`src/rtl/vram_arbiter_if.sv`:
```
// Bus bundle between display fetcher, CPU port, character VRAM and arbiter.
// The arbiter takes the slave view; the surrounding logic takes the master view.
interface vram_arbiter_if;
    logic        vid_req;
    logic [10:0] vid_addr;
    logic [7:0]  vid_data;
    logic        cpu_req;
    logic        cpu_we;
    logic [10:0] cpu_addr;
    logic [7:0]  cpu_wdata;
    logic        cpu_ack;
    logic [7:0]  cpu_rdata;
    logic        stall_err;
    logic [10:0] sram_addr;
    logic        sram_we;
    logic [7:0]  sram_wdata;
    logic [7:0]  sram_rdata;

    modport master (
        output vid_req, vid_addr, cpu_req, cpu_we, cpu_addr, cpu_wdata,
        output sram_rdata,
        input  vid_data, cpu_ack, cpu_rdata, stall_err,
        input  sram_addr, sram_we, sram_wdata
    );

    modport slave (
        input  vid_req, vid_addr, cpu_req, cpu_we, cpu_addr, cpu_wdata,
        input  sram_rdata,
        output vid_data, cpu_ack, cpu_rdata, stall_err,
        output sram_addr, sram_we, sram_wdata
    );
endinterface

```
`src/rtl/vram_arbiter.sv`:
```
// Character VRAM arbiter: display has absolute priority, one CPU op
// at a time is slotted into cycles the display leaves free.
module vram_arbiter #(
    parameter int MAX_WAIT = 255
) (
    input logic          clk,
    input logic          reset,
    vram_arbiter_if.slave bus
);
    typedef enum logic [1:0] {IDLE, ISSUE, DATA} state_t;

    state_t      state, state_next;
    logic        op_we;
    logic [10:0] op_addr;
    logic [7:0]  op_wdata;
    logic [7:0]  wait_cnt;
    logic        ack_q;
    logic [7:0]  rdata_q;
    logic        stall_q;
    logic        start;
    logic        grant;

    assign bus.vid_data  = bus.sram_rdata;
    assign bus.cpu_ack   = ack_q;
    assign bus.cpu_rdata = rdata_q;
    assign bus.stall_err = stall_q;

    always_comb begin
        state_next     = state;
        start          = 1'b0;
        grant          = 1'b0;
        bus.sram_addr  = bus.vid_addr;
        bus.sram_we    = 1'b0;
        bus.sram_wdata = op_wdata;
        unique case (state)
            // A request seen alongside ack belongs to the op just finishing
            IDLE: begin
                if (bus.cpu_req && !ack_q) begin
                    start      = 1'b1;
                    state_next = ISSUE;
                end
            end
            ISSUE: begin
                if (!bus.vid_req) begin
                    grant         = 1'b1;
                    state_next    = DATA;
                    bus.sram_addr = op_addr;
                    bus.sram_we   = op_we && !reset;
                end
            end
            DATA:    state_next = IDLE;
            default: state_next = IDLE;
        endcase
    end

    always_ff @(posedge clk) begin
        if (reset) begin
            state    <= IDLE;
            op_we    <= 1'b0;
            op_addr  <= '0;
            op_wdata <= '0;
            wait_cnt <= '0;
            ack_q    <= 1'b0;
            rdata_q  <= '0;
            stall_q  <= 1'b0;
        end else begin
            state <= state_next;
            ack_q <= (state == DATA);
            if (start) begin
                op_we    <= bus.cpu_we;
                op_addr  <= bus.cpu_addr;
                op_wdata <= bus.cpu_wdata;
                wait_cnt <= '0;
            end
            if (state == ISSUE && !grant) begin
                if (wait_cnt != 8'hFF)
                    wait_cnt <= wait_cnt + 8'd1;
                if (wait_cnt == 8'(MAX_WAIT))
                    stall_q <= 1'b1;
            end
            if (state == DATA && !op_we)
                rdata_q <= bus.sram_rdata;
        end
    end
endmodule

```
`src/flat_wrapper.sv`:
```
// flat-port wrapper written by rule: the top's interface ports become plain ports
module vram_arbiter_flat 
#(
    parameter int MAX_WAIT = 255
)
  (clk, reset, bus_vid_req, bus_vid_addr, bus_cpu_req, bus_cpu_we, bus_cpu_addr, bus_cpu_wdata, bus_sram_rdata, bus_vid_data, bus_cpu_ack, bus_cpu_rdata, bus_stall_err, bus_sram_addr, bus_sram_we, bus_sram_wdata);
  vram_arbiter_if bus_i ();
  input logic clk;
  input logic reset;
  input wire logic [$bits(bus_i.vid_req)-1:0] bus_vid_req;
  input wire logic [$bits(bus_i.vid_addr)-1:0] bus_vid_addr;
  input wire logic [$bits(bus_i.cpu_req)-1:0] bus_cpu_req;
  input wire logic [$bits(bus_i.cpu_we)-1:0] bus_cpu_we;
  input wire logic [$bits(bus_i.cpu_addr)-1:0] bus_cpu_addr;
  input wire logic [$bits(bus_i.cpu_wdata)-1:0] bus_cpu_wdata;
  input wire logic [$bits(bus_i.sram_rdata)-1:0] bus_sram_rdata;
  output wire logic [$bits(bus_i.vid_data)-1:0] bus_vid_data;
  output wire logic [$bits(bus_i.cpu_ack)-1:0] bus_cpu_ack;
  output wire logic [$bits(bus_i.cpu_rdata)-1:0] bus_cpu_rdata;
  output wire logic [$bits(bus_i.stall_err)-1:0] bus_stall_err;
  output wire logic [$bits(bus_i.sram_addr)-1:0] bus_sram_addr;
  output wire logic [$bits(bus_i.sram_we)-1:0] bus_sram_we;
  output wire logic [$bits(bus_i.sram_wdata)-1:0] bus_sram_wdata;
  assign bus_i.vid_req = bus_vid_req;
  assign bus_i.vid_addr = bus_vid_addr;
  assign bus_i.cpu_req = bus_cpu_req;
  assign bus_i.cpu_we = bus_cpu_we;
  assign bus_i.cpu_addr = bus_cpu_addr;
  assign bus_i.cpu_wdata = bus_cpu_wdata;
  assign bus_i.sram_rdata = bus_sram_rdata;
  assign bus_vid_data = bus_i.vid_data;
  assign bus_cpu_ack = bus_i.cpu_ack;
  assign bus_cpu_rdata = bus_i.cpu_rdata;
  assign bus_stall_err = bus_i.stall_err;
  assign bus_sram_addr = bus_i.sram_addr;
  assign bus_sram_we = bus_i.sram_we;
  assign bus_sram_wdata = bus_i.sram_wdata;
  vram_arbiter #(.MAX_WAIT(MAX_WAIT)) u_core (.clk(clk), .reset(reset), .bus(bus_i));
endmodule
```
`config.mk`:
```
export PLATFORM = sky130hd
export DESIGN_NAME = vram_arbiter_flat
export DESIGN_NICKNAME = d
export VERILOG_FILES = /design/src/rtl/vram_arbiter_if.sv /design/src/rtl/vram_arbiter.sv /design/src/flat_wrapper.sv
export SDC_FILE = /design/constraint.sdc
export NUM_CORES = 1
export LEC_CHECK = 0
export BUFFER_PORTS_ARGS = -buffer_cell sky130_fd_sc_hd__buf_4
export CAP_MARGIN = 20
export CORE_MARGIN = 1
export CORE_UTILIZATION = 41
export DETAILED_ROUTE_END_ITERATION = 10
export GPL_TIMING_DRIVEN = 0
export PLACE_DENSITY_LB_ADDON = 0.12
export SETUP_SLACK_MARGIN = 0.2
export SLEW_MARGIN = 20
export SYNTH_ARGS = -nofsm -noshare
export SYNTH_HDL_FRONTEND = slang
export SYNTH_SLANG_ARGS = --single-unit
```
`constraint.sdc`:
```
create_clock -name clk -period 1.56 [get_ports clk]
set_input_delay 0.312 -clock clk [delete_from_list [all_inputs] [get_ports clk]]
set_output_delay 0.312 -clock clk [all_outputs]
set_load 0.05 [all_outputs]
```
# After elaboration in Yosys (flattened, before gate mapping)
# Index checks and enable logic that the tools add are counted.
# W data, S select, Z words.
# classes
addsub	1
eq_ne	6
muxes	14
reduce_logical	11
# ops
op	n
$mux W8	3
$mux W11	2
$add A8 B1 Y8 const B	1
$eq A8 B8 Y1 const B	1
$ne A8 B8 Y1 const B	1
$mux W1	6
$logic_and A1 B1 Y1	4
$logic_not A1 Y1	4
$mux W2	2
$pmux W2 S2	1
$reduce_and A2 Y1	2
$eq A2 B1 Y1 const B	1
$eq A2 B2 Y1 const B	1
$logic_not A2 Y1	1
$ne A2 B1 Y1 const B	1
$ne A2 B2 Y1 const B	1
# word_totals
reg_bits	40
input_bits	43
out_inout_bits	38
elab_cells	40

# Longest topological paths before layout
# logic_depth
ltp_word	7
ltp_mapped	6
ltp_nobuf	5

# Worst setup path before layout
# Ideal clock, no wire load.
# synth_timing
kind	register to output
start	register u_core.state[0]
end	output bus_sram_addr[0]
t_arrival_ns	1.379
t_required_ns	1.248
setup_slack_ns	-0.131
path_stages_with_launch	4
n_path_buf	1
path_cell_list	dfxtp_1 nor3b_1 buf_2 mux2_2
# synth_via
elab_chain_len	2
# synth_rtl
element	line_no	text
start: declaration	vram_arbiter.sv:12	state_t state, state_next;
start signal: assignment	vram_arbiter.sv:67	state <= state_next;
$eq A2 B1 Y1	vram_arbiter.sv:35	unique case (state)
$mux W11	vram_arbiter.sv:35	
end: declaration	flat_wrapper.sv:21	output wire logic [$bits(bus_i.sram_addr)-1:0] bus_sram_addr;
# No other way between the ends.

# Worst setup path after layout
# layout_timing
start	register u_core.state[0]
end	output bus_sram_addr[8]
# The elaborated chain is that of the path after synthesis.

==> metrics.txt <==
HP Class in2reg; area of the multi-input gates 1210 um2; Final Max Slew Viols 0; Critical Path Stages 4; crit share post-route 1.23; layout cells sized above 1 0.677; RSZ-0062 raised after global routing true; die area 4530 um2; max_cap viols 0; CP max FO 5; Fin. Hold Viols 0; Critical R2R Launch u_core.state[1]$_SDFFE_PP0P_; met3 Use GR 0.0642; hold endpoint u_core.state[1]$_SDFFE_PP0P_; critical path required time 1.25 ns; simple-gate share of the synthesized area 0.218; pwr/cell area 920 nW/um2; Final GP Congestion 0.740; post-synthesis cell count 198; top cells by area, synth dfxtp_1 (46%), nand2_1 (9.0%), a21oi_1 (7.4%); Compound-Gate Fraction of Synth Area 0.130; largest family of logic cells by synthesized area simple AND/OR/NAND/NOR gates; CTS sink cnt 40; Clk Latency, worst-skew pair 0.29 ns; Die Y-Extent 67.3 um; Most Crowded Layer GR met2; first-pass GRT wire length 7570 um; grt met1 use 0.250; GRT overflow 0; Design Area, Final 3330 um2; vias in the first global route 1,721; synth cell count leaders nand2_1 (42), dfxtp_1 (40), a21oi_1 (26); floorplan core area 4060 um2; ANT nets after route 0; worst vdd ir 751 uV; Synth Register Bits 40; CP arrival 1.60 ns; Yosys top cell by area dfxtp_1; slew margin rel. 0.495; clock slew at reported path FFs 0.08 ns; Final Non-Filler Cells 360; Least-Margin Pin Slew 0.757 ns; ant diodes 0; Post-synth EDFFs 0; worst hold slack 0.212 ns; FILL cells 229; DRC viols 0; DR vias/cell 5.16; Ys Warns 0; Worst setup EP type output pin; Placement Cell Area 2490 um2; hold depth 2; count leader, synth nand2_1; f_max 523 MHz; sequential cell area 817 um2; largest net degree at the start of global routing 14; Slowest-stage cell, CP dfxtp_4; row count 23; Final TNS setup -4.93 ns; Pre-Repair DR Iteration Count 4; DR vias 1,858; Starting DRT DRC Count 63; R2R Setup Slk -0.07 ns; fraction of synthesized area in multiplexers 0.117; WP buf/inv 2; initial antenna violation count 0; CP delay by family, top flip-flops; type of the worst setup path reg2out; Setup WS post-layout -0.354 ns; Setup violations, final 34; Setup crit start kind flop; # H-tree levels 2; R2R cell count 6; Layout Area Growth over Synthesis 90.1%; Root Driver clkbuf_8; Detailed Route WL 5600 um; ys flop type dfxtp_1; failing checks setup timing; Die Wd 67.3 um; CP cell instances nor3b_4, buf_6, mux2_4, buf_8; register area share after synthesis 0.457; gr usage total 0.225; synthesized area per cell 8.84 um2; Pleak 1.47 nW; CTS tree done; r2r endpoint u_core.op_addr[6]$_SDFFE_PP0P_; XOR/XNOR Fraction of Synth Area 0.00500; Total Power 3.06 mW; min Tclk post-route 1.91 ns; Initial Util 0.431; M2 GR Usage 0.399; DP Cell Count 328; Largest stage delay, worst path 0.35 ns; CTS Buf Count 5; Setup WS pre-CTS -0.162 ns; Synth Cell Area 1750 um2; min-delay src reset; Mapped Nets 242; Synth Area in Adders 0.00715; final core occ 0.820; Distinct cells, synth 35; Max Root-Sink Buffers 2; Async SR Flop Fraction 0; IO Port Bufs 80; number of I/O pins 81; detail-routed net length per standard cell 15.5 um; Synth top area share 0.457; HPWL after DPL 3020 um; status complete, but fails checks; Post-layout nets 353; Final Skew 0.00178 ns
flip-flops by register name (all words and copies together), names as in the netlist:
register / cells
u_core.op_addr: 11
u_core.op_we: 1
u_core.state: 2
u_core.bus.cpu_rdata: 8
u_core.bus.cpu_ack: 1
u_core.wait_cnt: 8
u_core.bus.sram_wdata: 8
u_core.bus.stall_err: 1
layer usage:
layer  up-vias  routed length [um]
li1        900                   -
met1       878                2240
met2        70                2920
met3        10                 348
met4         0                  88
met5         -                   0
cell type report:
class,instances,area share
multi-input cells,139,0.365
clock buffers,5,0.0207
well taps,50,0.0188
repair buffers,104,0.270
flip-flops and latches,40,0.246
clock inverters,3,0.0271
plain buffers,19,0.0523
what timing repair did:
action | CTS | global route
setup endpoints to repair | 48 | 50
pin swaps | 12 | 26
hold buffers | 0 | 0
cloned | 4 | 0
setup buffers | 14 | 6
gates resized for setup | 50 | 76
cells by family (layout without fill, tap and decap cells):
group / Yosys count / count (layout)
simple gates: 80 / 80
flops: 40 / 40
compound gates: 38 / 38
mux: 19 / 19
buf+inv: 19 / 131
fa+ha+maj: 1 / 1
xor+xnor: 1 / 1
worst reg2reg max path: stages, from the launching register on:
cell and delay (ns):
dfxtp_4 0.36, buf_6 0.12, or4b_4 0.57, buf_12 0.18, buf_12 0.15, nand2_4 0.06, a21oi_2 0.06
layout by cell type, fill, tap and decap left out, drive strengths merged, types with 2 or more instances in the layout:
cell type and count:
buf 118, nand2 42, dfxtp 40, a21oi 26, nor2 12, mux2 11, clkbuf 10, mux2i 8
nand3 7, a31oi 5, and2 4, nand2b 3, bufinv 3, nor3 2
power by group:
group          internal, mW  switching [mW]
combinational         0.366           0.426
clock                 0.800           0.368
sequential             1.06          0.0416
how the worst max path moves through the flow:
stage,start,end
2_1_floorplan,u_core.wait_cnt[1]$_SDFF_PP0_,u_core.wait_cnt[5]$_SDFF_PP0_
3_3_place_gp,bus_vid_req,bus_sram_addr[6]
3_5_place_dp,bus_vid_req,bus_sram_addr[8]
4_1_cts,u_core.state[1]$_SDFFE_PP0P_,bus_sram_addr[8]
5_1_grt,u_core.state[0]$_SDFFE_PP0P_,bus_sram_addr[8]
6_report,u_core.state[0]$_SDFFE_PP0P_,bus_sram_addr[8]
Note: power is estimated with default switching activity, not from simulation.
